[config.mk]
export PLATFORM = sky130hd
export DESIGN_NAME = lfsr_galois_flat
export DESIGN_NICKNAME = d
export VERILOG_FILES = /design/src/rtl/lfsr_galois_if.sv /design/src/rtl/lfsr_galois.sv /design/src/flat_wrapper.sv
export SDC_FILE = /design/constraint.sdc
export NUM_CORES = 1
export LEC_CHECK = 0
export ABC_AREA = 0
export CAP_MARGIN = 15
export CORE_AREA = 2 2 46 48
export DETAILED_ROUTE_END_ITERATION = 10
export DIE_AREA = 0 0 48 50
export PLACE_DENSITY = 0.92
export SLEW_MARGIN = 20
export SYNTH_ARGS = -nofsm -noshare
export SYNTH_HDL_FRONTEND = slang
export SYNTH_SLANG_ARGS = --single-unit
[constraint.sdc]
create_clock -name CLK_I -period 3 [get_ports CLK_I]
set_input_delay 0.3 -clock CLK_I [delete_from_list [all_inputs] [get_ports CLK_I]]
set_output_delay 0.3 -clock CLK_I [all_outputs]
set_load 0.02 [all_outputs]
[src/rtl/lfsr_galois_if.sv]
// Purpose : bus bundle for the Galois LFSR (control strobes, seed/tap inputs, state output).
// Latency : n/a (wires only); the LFSR registers DATA_O one clock after a sampled strobe.
// Backpr. : none; the LFSR accepts a load or a step on every clock.
//
// Signals:
//   EN_I    shift enable, one Galois step per clock while high
//   LOAD_I  load strobe, captures SEED_I and POLY_I
//   SEED_I  initial state captured on load (zero is replaced by all-ones)
//   POLY_I  tap mask captured on load; bit i set = feedback XOR into state bit i
//   DATA_O  current LFSR state, straight from the state register
interface lfsr_galois_if #(
  parameter int MAX_LEN = 8
);
  logic               EN_I;
  logic               LOAD_I;
  logic [MAX_LEN-1:0] SEED_I;
  logic [MAX_LEN-1:0] POLY_I;
  logic [MAX_LEN-1:0] DATA_O;

  // Driver side (stimulus / upstream control).
  modport master (
    output EN_I,
    output LOAD_I,
    output SEED_I,
    output POLY_I,
    input  DATA_O
  );

  // LFSR side.
  modport slave (
    input  EN_I,
    input  LOAD_I,
    input  SEED_I,
    input  POLY_I,
    output DATA_O
  );
endinterface

[src/rtl/lfsr_galois.sv]
// Purpose : right-shifting Galois LFSR with a run-time loadable seed and tap mask.
// Latency : one clock; a load or step sampled on a rising edge is visible on DATA_O after it.
// Backpr. : none; every clock is either reset, load, step or hold (in that priority).
//
// Ports:
//   CLK_I        single clock, all state changes on its rising edge
//   RST_I        synchronous active-high reset: state <= all-ones, taps <= RST_POLY
//   bus (slave)  EN_I / LOAD_I / SEED_I / POLY_I in, DATA_O out (see lfsr_galois_if)
module lfsr_galois #(
  parameter int                 MAX_LEN  = 8,
  parameter logic [MAX_LEN-1:0] RST_POLY = MAX_LEN'(8'hB8)
) (
  input  logic         CLK_I,
  input  logic         RST_I,
  lfsr_galois_if.slave bus
);

  // Widths below 2 leave no room for a shift-plus-feedback step; the upper
  // bound keeps the block within the range it is characterised for.
  if (MAX_LEN < 2 || MAX_LEN > 64) begin : g_bad_max_len
    $error("lfsr_galois: MAX_LEN must be in 2..64");
  end

  localparam logic [MAX_LEN-1:0] ALL_ONES = '1;
  localparam logic [MAX_LEN-1:0] ALL_ZERO = '0;

  logic [MAX_LEN-1:0] state_q;
  logic [MAX_LEN-1:0] state_d;
  logic [MAX_LEN-1:0] poly_q;
  logic [MAX_LEN-1:0] poly_d;
  logic [MAX_LEN-1:0] shift_res;
  logic [MAX_LEN-1:0] fb_mask;

  // One Galois step: the bit leaving at the bottom gates the tap mask, which
  // is XORed into the right-shifted state. Everything stays MAX_LEN wide.
  always_comb begin
    fb_mask   = state_q[0] ? poly_q : ALL_ZERO;
    shift_res = {1'b0, state_q[MAX_LEN-1:1]} ^ fb_mask;
  end

  // Load beats step; a zero seed or a zero state would lock the register at
  // zero forever, so both are redirected to all-ones.
  always_comb begin
    state_d = state_q;
    poly_d  = poly_q;
    if (bus.LOAD_I) begin
      poly_d  = bus.POLY_I;
      state_d = (bus.SEED_I == ALL_ZERO) ? ALL_ONES : bus.SEED_I;
    end else if (bus.EN_I) begin
      state_d = (state_q == ALL_ZERO) ? ALL_ONES : shift_res;
    end
  end

  always_ff @(posedge CLK_I) begin
    if (RST_I) begin
      state_q <= ALL_ONES;
      poly_q  <= RST_POLY;
    end else begin
      state_q <= state_d;
      poly_q  <= poly_d;
    end
  end

  // Output is the register itself: no combinational path from any input.
  assign bus.DATA_O = state_q;

endmodule

[src/flat_wrapper.sv]
// flat-port wrapper written by rule: the top's interface ports become plain ports
module lfsr_galois_flat 
#(
  parameter int                 MAX_LEN  = 8,
  parameter logic [MAX_LEN-1:0] RST_POLY = MAX_LEN'(8'hB8)
)
  (CLK_I, RST_I, bus_EN_I, bus_LOAD_I, bus_SEED_I, bus_POLY_I, bus_DATA_O);
  lfsr_galois_if #(.MAX_LEN(MAX_LEN)) bus_i ();
  input  logic CLK_I;
  input  logic RST_I;
  input wire logic [$bits(bus_i.EN_I)-1:0] bus_EN_I;
  input wire logic [$bits(bus_i.LOAD_I)-1:0] bus_LOAD_I;
  input wire logic [$bits(bus_i.SEED_I)-1:0] bus_SEED_I;
  input wire logic [$bits(bus_i.POLY_I)-1:0] bus_POLY_I;
  output wire logic [$bits(bus_i.DATA_O)-1:0] bus_DATA_O;
  assign bus_i.EN_I = bus_EN_I;
  assign bus_i.LOAD_I = bus_LOAD_I;
  assign bus_i.SEED_I = bus_SEED_I;
  assign bus_i.POLY_I = bus_POLY_I;
  assign bus_DATA_O = bus_i.DATA_O;
  lfsr_galois #(.MAX_LEN(MAX_LEN), .RST_POLY(RST_POLY)) u_core (.CLK_I(CLK_I), .RST_I(RST_I), .bus(bus_i));
endmodule
==> qor.json, run 1 <==
{
  "cp-end-kind": {"value": "output pin"},
  "p_per_area": {"value": 430, "unit": "nW/um2"},
  "first_pass_grt_wire_length": {"value": 3.48, "unit": "mm"},
  "timing.critical_path.arrival": {"value": 1.70, "unit": "ns"},
  "maxCapViolations": {"value": 0},
  "cts_post_setup_buffers_inserted": {"value": 0},
  "clock_slew_at_reported_path_ffs": {"value": 0.10, "unit": "ns"},
  "most_frequent_cells_in_the_layout": {"value": "clkdlybuf4s50_1, dfxtp_1, nor3b_1, a21oi_1, o211ai_1"},
  "antenna_cells_inserted": {"value": 0},
  "floorplan.core_area": {"value": 1900, "unit": "um2"},
  "grt_antenna_before_repair": {"value": 0},
  "antenna_violating_nets_post_route": {"value": 0},
  "flow.area_growth_from_synthesis": {"value": 35.9, "unit": "%"},
  "global_route.usage.total": {"value": 19.9, "unit": "%"},
  "top_cell_type_by_total_area_after_synthesis": {"value": "dfxtp_1"},
  "worstHoldPathType": {"value": "flop to flop"},
  "maxClockFrequency": {"value": 500, "unit": "MHz"},
  "numPortBuffers": {"value": 27},
  "dp.final_hpwl": {"value": 1.54, "unit": "mm"},
  "timing_worst_slew_pin_value": {"value": 0.581, "unit": "ns"},
  "postSynthCellCount": {"value": 92},
  "clockBufferDepth": {"value": 2},
  "report.final.slew_viol_count": {"value": 0},
  "tritoncts.num_buffers": {"value": 3},
  "multi_input_logic_area": {"value": 536, "unit": "um2"},
  "tritoncts": {"value": "done"},
  "clockRootBuffer": {"value": "clkbuf_4"},
  "setup_repair_after_global_routing_missed_its_margin": {"value": "no"},
  "clkSinkCount": {"value": 16},
  "worstPathBufferInverterCount": {"value": 1},
  "clk-insertion-delay-late": {"value": 0.28, "unit": "ns"},
  "postLayoutCoreUtil": {"value": 63.3, "unit": "%"},
  "power_leakage": {"value": 0.000449, "unit": "uW"},
  "1st_iter_drt_viols": {"value": 31},
  "timing_worst_setup_path_type": {"value": "flop to output pin"},
  "drt_wl_total": {"value": 2.08, "unit": "mm"},
  "critical-path-max-stage-delay": {"value": 0.72, "unit": "ns"},
  "async_flop_share": {"value": 0, "unit": "%"},
  "path_cells": {"value": "clkdlybuf4s50_1"},
  "synth_top_flop_cell": {"value": "dfxtp_1"},
  "synth-warning-count": {"value": 0},
  "post_cts.resized_instances": {"value": 0},
  "clock_skew": {"value": 0.00198, "unit": "ns"},
  "finalPower": {"value": 517, "unit": "uW"},
  "ys_seq_elements": {"value": 16},
  "worstPathRequired": {"value": 2.70, "unit": "ns"},
  "critical_path.startpoint": {"value": "u_core.bus.DATA_O[0]"},
  "hold-worst-slack": {"value": 0.526, "unit": "ns"},
  "io_pins": {"value": 28},
  "timing.final.setup_violations": {"value": 0},
  "synth_fp_nets": {"value": 112},
  "slowest_library_cell_on_the_worst_path": {"value": "clkdlybuf4s50_1"},
  "reg2reg_from": {"value": "u_core.bus.DATA_O[0]"},
  "placementRows": {"value": 16},
  "mappedNetlistArea": {"value": 886, "unit": "um2"},
  "critical_path.max_fanout": {"value": 18},
  "yosys.cell_types.count": {"value": 21},
  "post_drt_via_cell_ratio": {"value": 5.60},
  "worst_path_dominant_cell_family": {"value": "buffers and inverters"},
  "yosysSeqAreaShare": {"value": 36.2, "unit": "%"},
  "setup.worst_path.start_class": {"value": "flop"},
  "result_of_the_run": {"value": "finished clean"},
  "route.top_layer_used": {"value": "met4"},
  "cts_max_level": {"value": 1},
  "fill_cells": {"value": 169},
  "grt_start_max_net_pins": {"value": 19},
  "met1Wirelength": {"value": 941, "unit": "um"},
  "post-route-min-period": {"value": 2.00, "unit": "ns"},
  "start_util": {"value": 46.6, "unit": "%"},
  "nets": {"value": 138},
  "wire_per_inst": {"value": 14.4, "unit": "um"},
  "timing.hold.worst.start": {"value": "u_core.poly_q[6]"},
  "layout_commonest_cell": {"value": "clkdlybuf4s50_1"},
  "grt.overflow.total": {"value": 0},
  "detailroute.via_count": {"value": 807},
  "die_outline_area": {"value": 2400, "unit": "um2"},
  "die_h": {"value": 50, "unit": "um"},
  "seq_cell_area": {"value": 320, "unit": "um2"},
  "finalCritPeriodShare": {"value": 66.7, "unit": "%"},
  "dr.pass1.iters": {"value": 4},
  "remaining_drcs": {"value": 0},
  "netlist_top_cells_area": {"value": "dfxtp_1, and3b_2, nor3b_1, o211ai_1, a211oi_1"},
  "relSlewSlack": {"value": 61.2, "unit": "%"},
  "hold_viol_final": {"value": 0},
  "met3_length": {"value": 102, "unit": "um"},
  "synth_area_per_cell": {"value": 9.63, "unit": "um2"},
  "gp_congestion": {"value": 0.838},
  "timing.setup.tns": {"value": 0, "unit": "ns"},
  "die-width": {"value": 48, "unit": "um"},
  "grt_pass1_vias": {"value": 799},
  "cts.hold.buffers_added": {"value": 0},
  "synthDominantCellAreaShare": {"value": 36.2, "unit": "%"},
  "detailroute.wirelength.met2": {"value": 1.02, "unit": "mm"},
  "worst_ir_drop_on_vdd": {"value": 0.324, "unit": "mV"},
  "number_of_enable_type_register_cells_in_the_synthesized_netlist": {"value": 0},
  "drive_above_1_share": {"value": 12.0, "unit": "%"}
}
sequential cells by signal, summed over array words and instances, names as in the netlist:
register	count
u_core.poly_q	8
u_core.bus.DATA_O	8
per-layer routing:
layer | GRT usage [%] | vias to the layer above
met2 | 32.9 | 21
met5 | 0 | -
met4 | 7.21 | 0
met3 | 3.30 | 2
met1 | 25.0 | 378
li1 | - | 406
final timing paths:
kind                                              to  slack (ns)  cells after the start
worst max-delay path                   bus_DATA_O[0]         1.0                      1
worst min-delay path                u_core.poly_q[6]        0.53                      2
worst max register to register  u_core.bus.DATA_O[6]        1.53                      3
worst min register to register      u_core.poly_q[6]        0.53                      2
cells by family after synthesis:
family	Yosys count	synth area share (%)
AND/OR/NAND/NOR	29	26.1
AO/OA/AOI/OAI	36	29.8
buffers and inverters	7	3.39
flip-flops	16	36.2
multiplexers	4	4.52
tightest hold or removal path, delay by kind of cell (launching register included):
kind          cells  cell delay (ns)
flops             1             0.35
mux               1             0.07
simple gates      1             0.08
synth_stat cells, types with 2 or more instances:
cell,count
a211o_1,4
a211oi_1,7
a21boi_0,5
a21boi_1,2
a21oi_1,8
and3b_2,6
buf_1,2
buf_2,3
clkbuf_1,2
dfxtp_1,16
mux2i_1,4
nor2_1,6
nor2b_1,4
nor3b_1,8
nor4_4,2
o211ai_1,8
area by class of cell:
type,count,share of cell area [%]
clock buffer,4,3.01
timing repair buffer,28,23.1
tap,27,2.81
sequential,16,26.6
multi-input combinational,69,44.5
power breakdown:
| part | leakage [uW] | total, uW | switching (uW) | internal [uW] |
|---|---|---|---|---|
| sequential | 0.000133 | 252 | 23.4 | 229 |
| clock | 0.0000210 | 142 | 68.5 | 73.8 |
| combinational | 0.000295 | 123 | 51.6 | 71.3 |
through the flow:
step / instances / cell area [um2] / setup slack [ns]
floorplan: 92 / 886 / 1.71
global placement: 140 / 1170 / 1.07
detailed placement: 140 / 1170 / 0.997
CTS: 144 / 1200 / 1.00
global route: 144 / 1200 / 0.919
finish: 144 / 1200 / 0.999
(Power assumes the default switching activity.)
==> run 2: changes to the inputs <==
CORE_AREA = 2 2 48 50   (was 2 2 46 48)
DIE_AREA = 0 0 50 52   (was 0 0 48 50)
PLACE_DENSITY = 0.86   (was 0.92)
clock period = 1.9 ns   (was 3 ns; I/O delays follow)
==> run 2 against run 1 <==
Sequential power up 59%. Cell count up 2.1%. Worst setup slack worse by 0.76 ns. Total power up 59%. Clock power up 59%. Utilization down 5.3 points. Critical endpoint unchanged.
==> qor.json, run 2 (synthesis gave the netlist of run 1 again) <==
{
  "worst_ir_drop_on_vdd": {"value": 0.377, "unit": "mV", "change": "+16%"},
  "die_h": {"value": 52, "unit": "um", "change": "+4.0%"},
  "tritoncts": {"value": "done"},
  "timing_worst_setup_path_type": {"value": "flop to output pin"},
  "grt.overflow.total": {"value": 0, "change": "unchanged"},
  "die-width": {"value": 50, "unit": "um", "change": "+4.2%"},
  "die_outline_area": {"value": 2600, "unit": "um2", "change": "+8.3%"},
  "dpl_cell_area": {"value": 1180, "unit": "um2", "change": "+1.4%"},
  "global_route.usage.total": {"value": 19.2, "unit": "%", "change": "-0.72 points"},
  "cp-end-kind": {"value": "output pin"},
  "most_frequent_cells_in_the_layout": {"value": "clkdlybuf4s50_1, dfxtp_1, nor3b_1, a21oi_1, o211ai_1"},
  "clk-insertion-delay-late": {"value": 0.29, "unit": "ns", "change": "about the same"},
  "result_of_the_run": {"value": "finished clean"},
  "timing.critical_path.arrival": {"value": 1.47, "unit": "ns", "change": "-0.23 ns"},
  "post_cts.resized_instances": {"value": 0, "change": "unchanged"},
  "relSlewSlack": {"value": 64.7, "unit": "%", "change": "+3.5 points"},
  "critical_path.max_fanout": {"value": 18, "change": "unchanged"},
  "worst_path_dominant_cell_family": {"value": "buffers and inverters"},
  "timing.final.setup_violations": {"value": 0, "change": "unchanged"},
  "finalInstanceArea": {"value": 1220, "unit": "um2", "change": "+1.5%"},
  "clockBufferDepth": {"value": 2, "change": "unchanged"},
  "tritoncts.num_buffers": {"value": 3, "change": "unchanged"},
  "clockRootBuffer": {"value": "clkbuf_4"},
  "io_pins": {"value": 28, "change": "unchanged"},
  "gp_congestion": {"value": 0.785, "change": "-6.3%"},
  "antenna_violating_nets_post_route": {"value": 0, "change": "unchanged"},
  "dp.final_hpwl": {"value": 1.77, "unit": "mm", "change": "+15%"},
  "clock_slew_at_reported_path_ffs": {"value": 0.09, "unit": "ns", "change": "about the same"},
  "path_cells": {"value": "clkdlybuf4s50_1"},
  "post-route-min-period": {"value": 1.66, "unit": "ns"},
  "clock_skew": {"value": 0.00126, "unit": "ns", "change": "-0.000716 ns"},
  "first_pass_grt_wire_length": {"value": 3.75, "unit": "mm", "change": "+7.5%"},
  "hold_viol_final": {"value": 0, "change": "unchanged"},
  "multi_input_logic_area": {"value": 536, "unit": "um2", "change": "unchanged"},
  "seq_cell_area": {"value": 322, "unit": "um2", "change": "+0.39%"},
  "drive_above_1_share": {"value": 14.3, "unit": "%", "change": "+2.3 points"},
  "cts_max_level": {"value": 1, "change": "unchanged"},
  "clkSinkCount": {"value": 16, "change": "unchanged"},
  "layout_commonest_cell": {"value": "clkdlybuf4s50_1"},
  "post_drt_via_cell_ratio": {"value": 5.87, "change": "+4.8%"},
  "drt_wl_total": {"value": 2.31, "unit": "mm", "change": "+11%"},
  "critical-path-max-stage-delay": {"value": 0.66, "unit": "ns", "change": "-0.06 ns"},
  "antenna_cells_inserted": {"value": 0, "change": "unchanged"},
  "timing.final.ws_setup": {"value": 0.236, "unit": "ns", "change": "-0.763 ns"},
  "grt_start_max_net_pins": {"value": 19, "change": "unchanged"},
  "grt_pass1_vias": {"value": 817, "change": "+2.3%"},
  "fill_cells": {"value": 183, "change": "+8.3%"},
  "worstPathRequired": {"value": 1.71, "unit": "ns", "change": "-0.99 ns"},
  "1st_iter_drt_viols": {"value": 9, "change": "-71%"},
  "dpl_worst_slack": {"value": 0.280, "unit": "ns", "change": "-0.717 ns"},
  "remaining_drcs": {"value": 0, "change": "unchanged"},
  "setup_repair_after_global_routing_missed_its_margin": {"value": "no"},
  "report.final.slew_viol_count": {"value": 0, "change": "unchanged"},
  "flow.area_growth_from_synthesis": {"value": 37.9, "unit": "%"},
  "finalCritPeriodShare": {"value": 87.6, "unit": "%"},
  "dr.pass1.iters": {"value": 4, "change": "unchanged"},
  "maxCapViolations": {"value": 0, "change": "unchanged"},
  "p_per_area": {"value": 674, "unit": "nW/um2", "change": "+57%"},
  "worstPathBufferInverterCount": {"value": 1, "change": "unchanged"},
  "maxClockFrequency": {"value": 601, "unit": "MHz"},
  "numPortBuffers": {"value": 27, "change": "unchanged"},
  "timing_worst_slew_pin_value": {"value": 0.525, "unit": "ns", "change": "-0.0555 ns"},
  "detailroute.via_count": {"value": 863, "change": "+6.9%"},
  "start_util": {"value": 42.1, "unit": "%", "change": "-4.5 points"},
  "nets": {"value": 140, "change": "+1.4%"},
  "worstHoldPathType": {"value": "input port to flop"},
  "setup.worst_path.start_class": {"value": "flop"},
  "slowest_library_cell_on_the_worst_path": {"value": "clkdlybuf4s50_1"},
  "finalPower": {"value": 823, "unit": "uW", "change": "+59%"},
  "cts.hold.buffers_added": {"value": 0, "change": "unchanged"},
  "grt_antenna_before_repair": {"value": 0, "change": "unchanged"},
  "wire_per_inst": {"value": 15.7, "unit": "um", "change": "+8.9%"},
  "timing.setup.tns": {"value": 0, "unit": "ns", "change": "unchanged"},
  "floorplan.core_area": {"value": 2110, "unit": "um2", "change": "+11%"},
  "cts_post_setup_buffers_inserted": {"value": 0, "change": "unchanged"},
  "placementRows": {"value": 17, "change": "+1"},
  "power_leakage": {"value": 0.000459, "unit": "uW", "change": "+2.1%"}
}
==> run 2: cell types whose count changed in the layout (fill, tap and decap cells not counted) <==
cell,previous run,this run
buf_4,1,3
dfxtp_1,16,15
dfxtp_2,0,1
==> run 2: power by group <==
part	internal, uW	switching, uW
registers	362	38.0
clock network	117	109
logic	115	82.5
total	593	230
==> run 2: final cells by class <==
type | count | area share [%]
clock buffers | 4 | 2.97
well taps | 28 | 2.87
flip-flops and latches | 16 | 26.3
multi-input cells | 69 | 43.9
repair buffers | 30 | 24.0
==> run 2: path summary, 6_finish.rpt <==
kind	startpoint	to	slack (ns)	cells past startpoint
max	u_core.bus.DATA_O[0]	bus_DATA_O[0]	0.24	1
min	bus_POLY_I[4]	u_core.poly_q[4]	0.48	2
max reg2reg	u_core.bus.DATA_O[0]	u_core.bus.DATA_O[6]	0.49	3
min reg2reg	u_core.poly_q[6]	u_core.poly_q[6]	0.54	2
==> run 2: metrics by stage <==
stage | utilization (%) | std cells | hold slack, ns
2_1_floorplan | - | 92 | 0.308
3_3_place_gp | 56.2 | 143 | 0.499
3_5_place_dp | 56.2 | 143 | 0.522
4_1_cts | 57.9 | 147 | 0.481
5_1_grt | 58.0 | 147 | 0.485
6_report | 58.0 | 147 | 0.481
==> run 2: layer usage <==
| metal | global-route usage (%) | up-vias | wire [um] |
|---|---|---|---|
| met4 | 7.41 | 0 | 19 |
| li1 | - | 415 | - |
| met1 | 21.9 | 414 | 955 |
| met5 | 0 | - | 0 |
| met2 | 35.5 | 32 | 1240 |
| met3 | 3.16 | 2 | 94 |
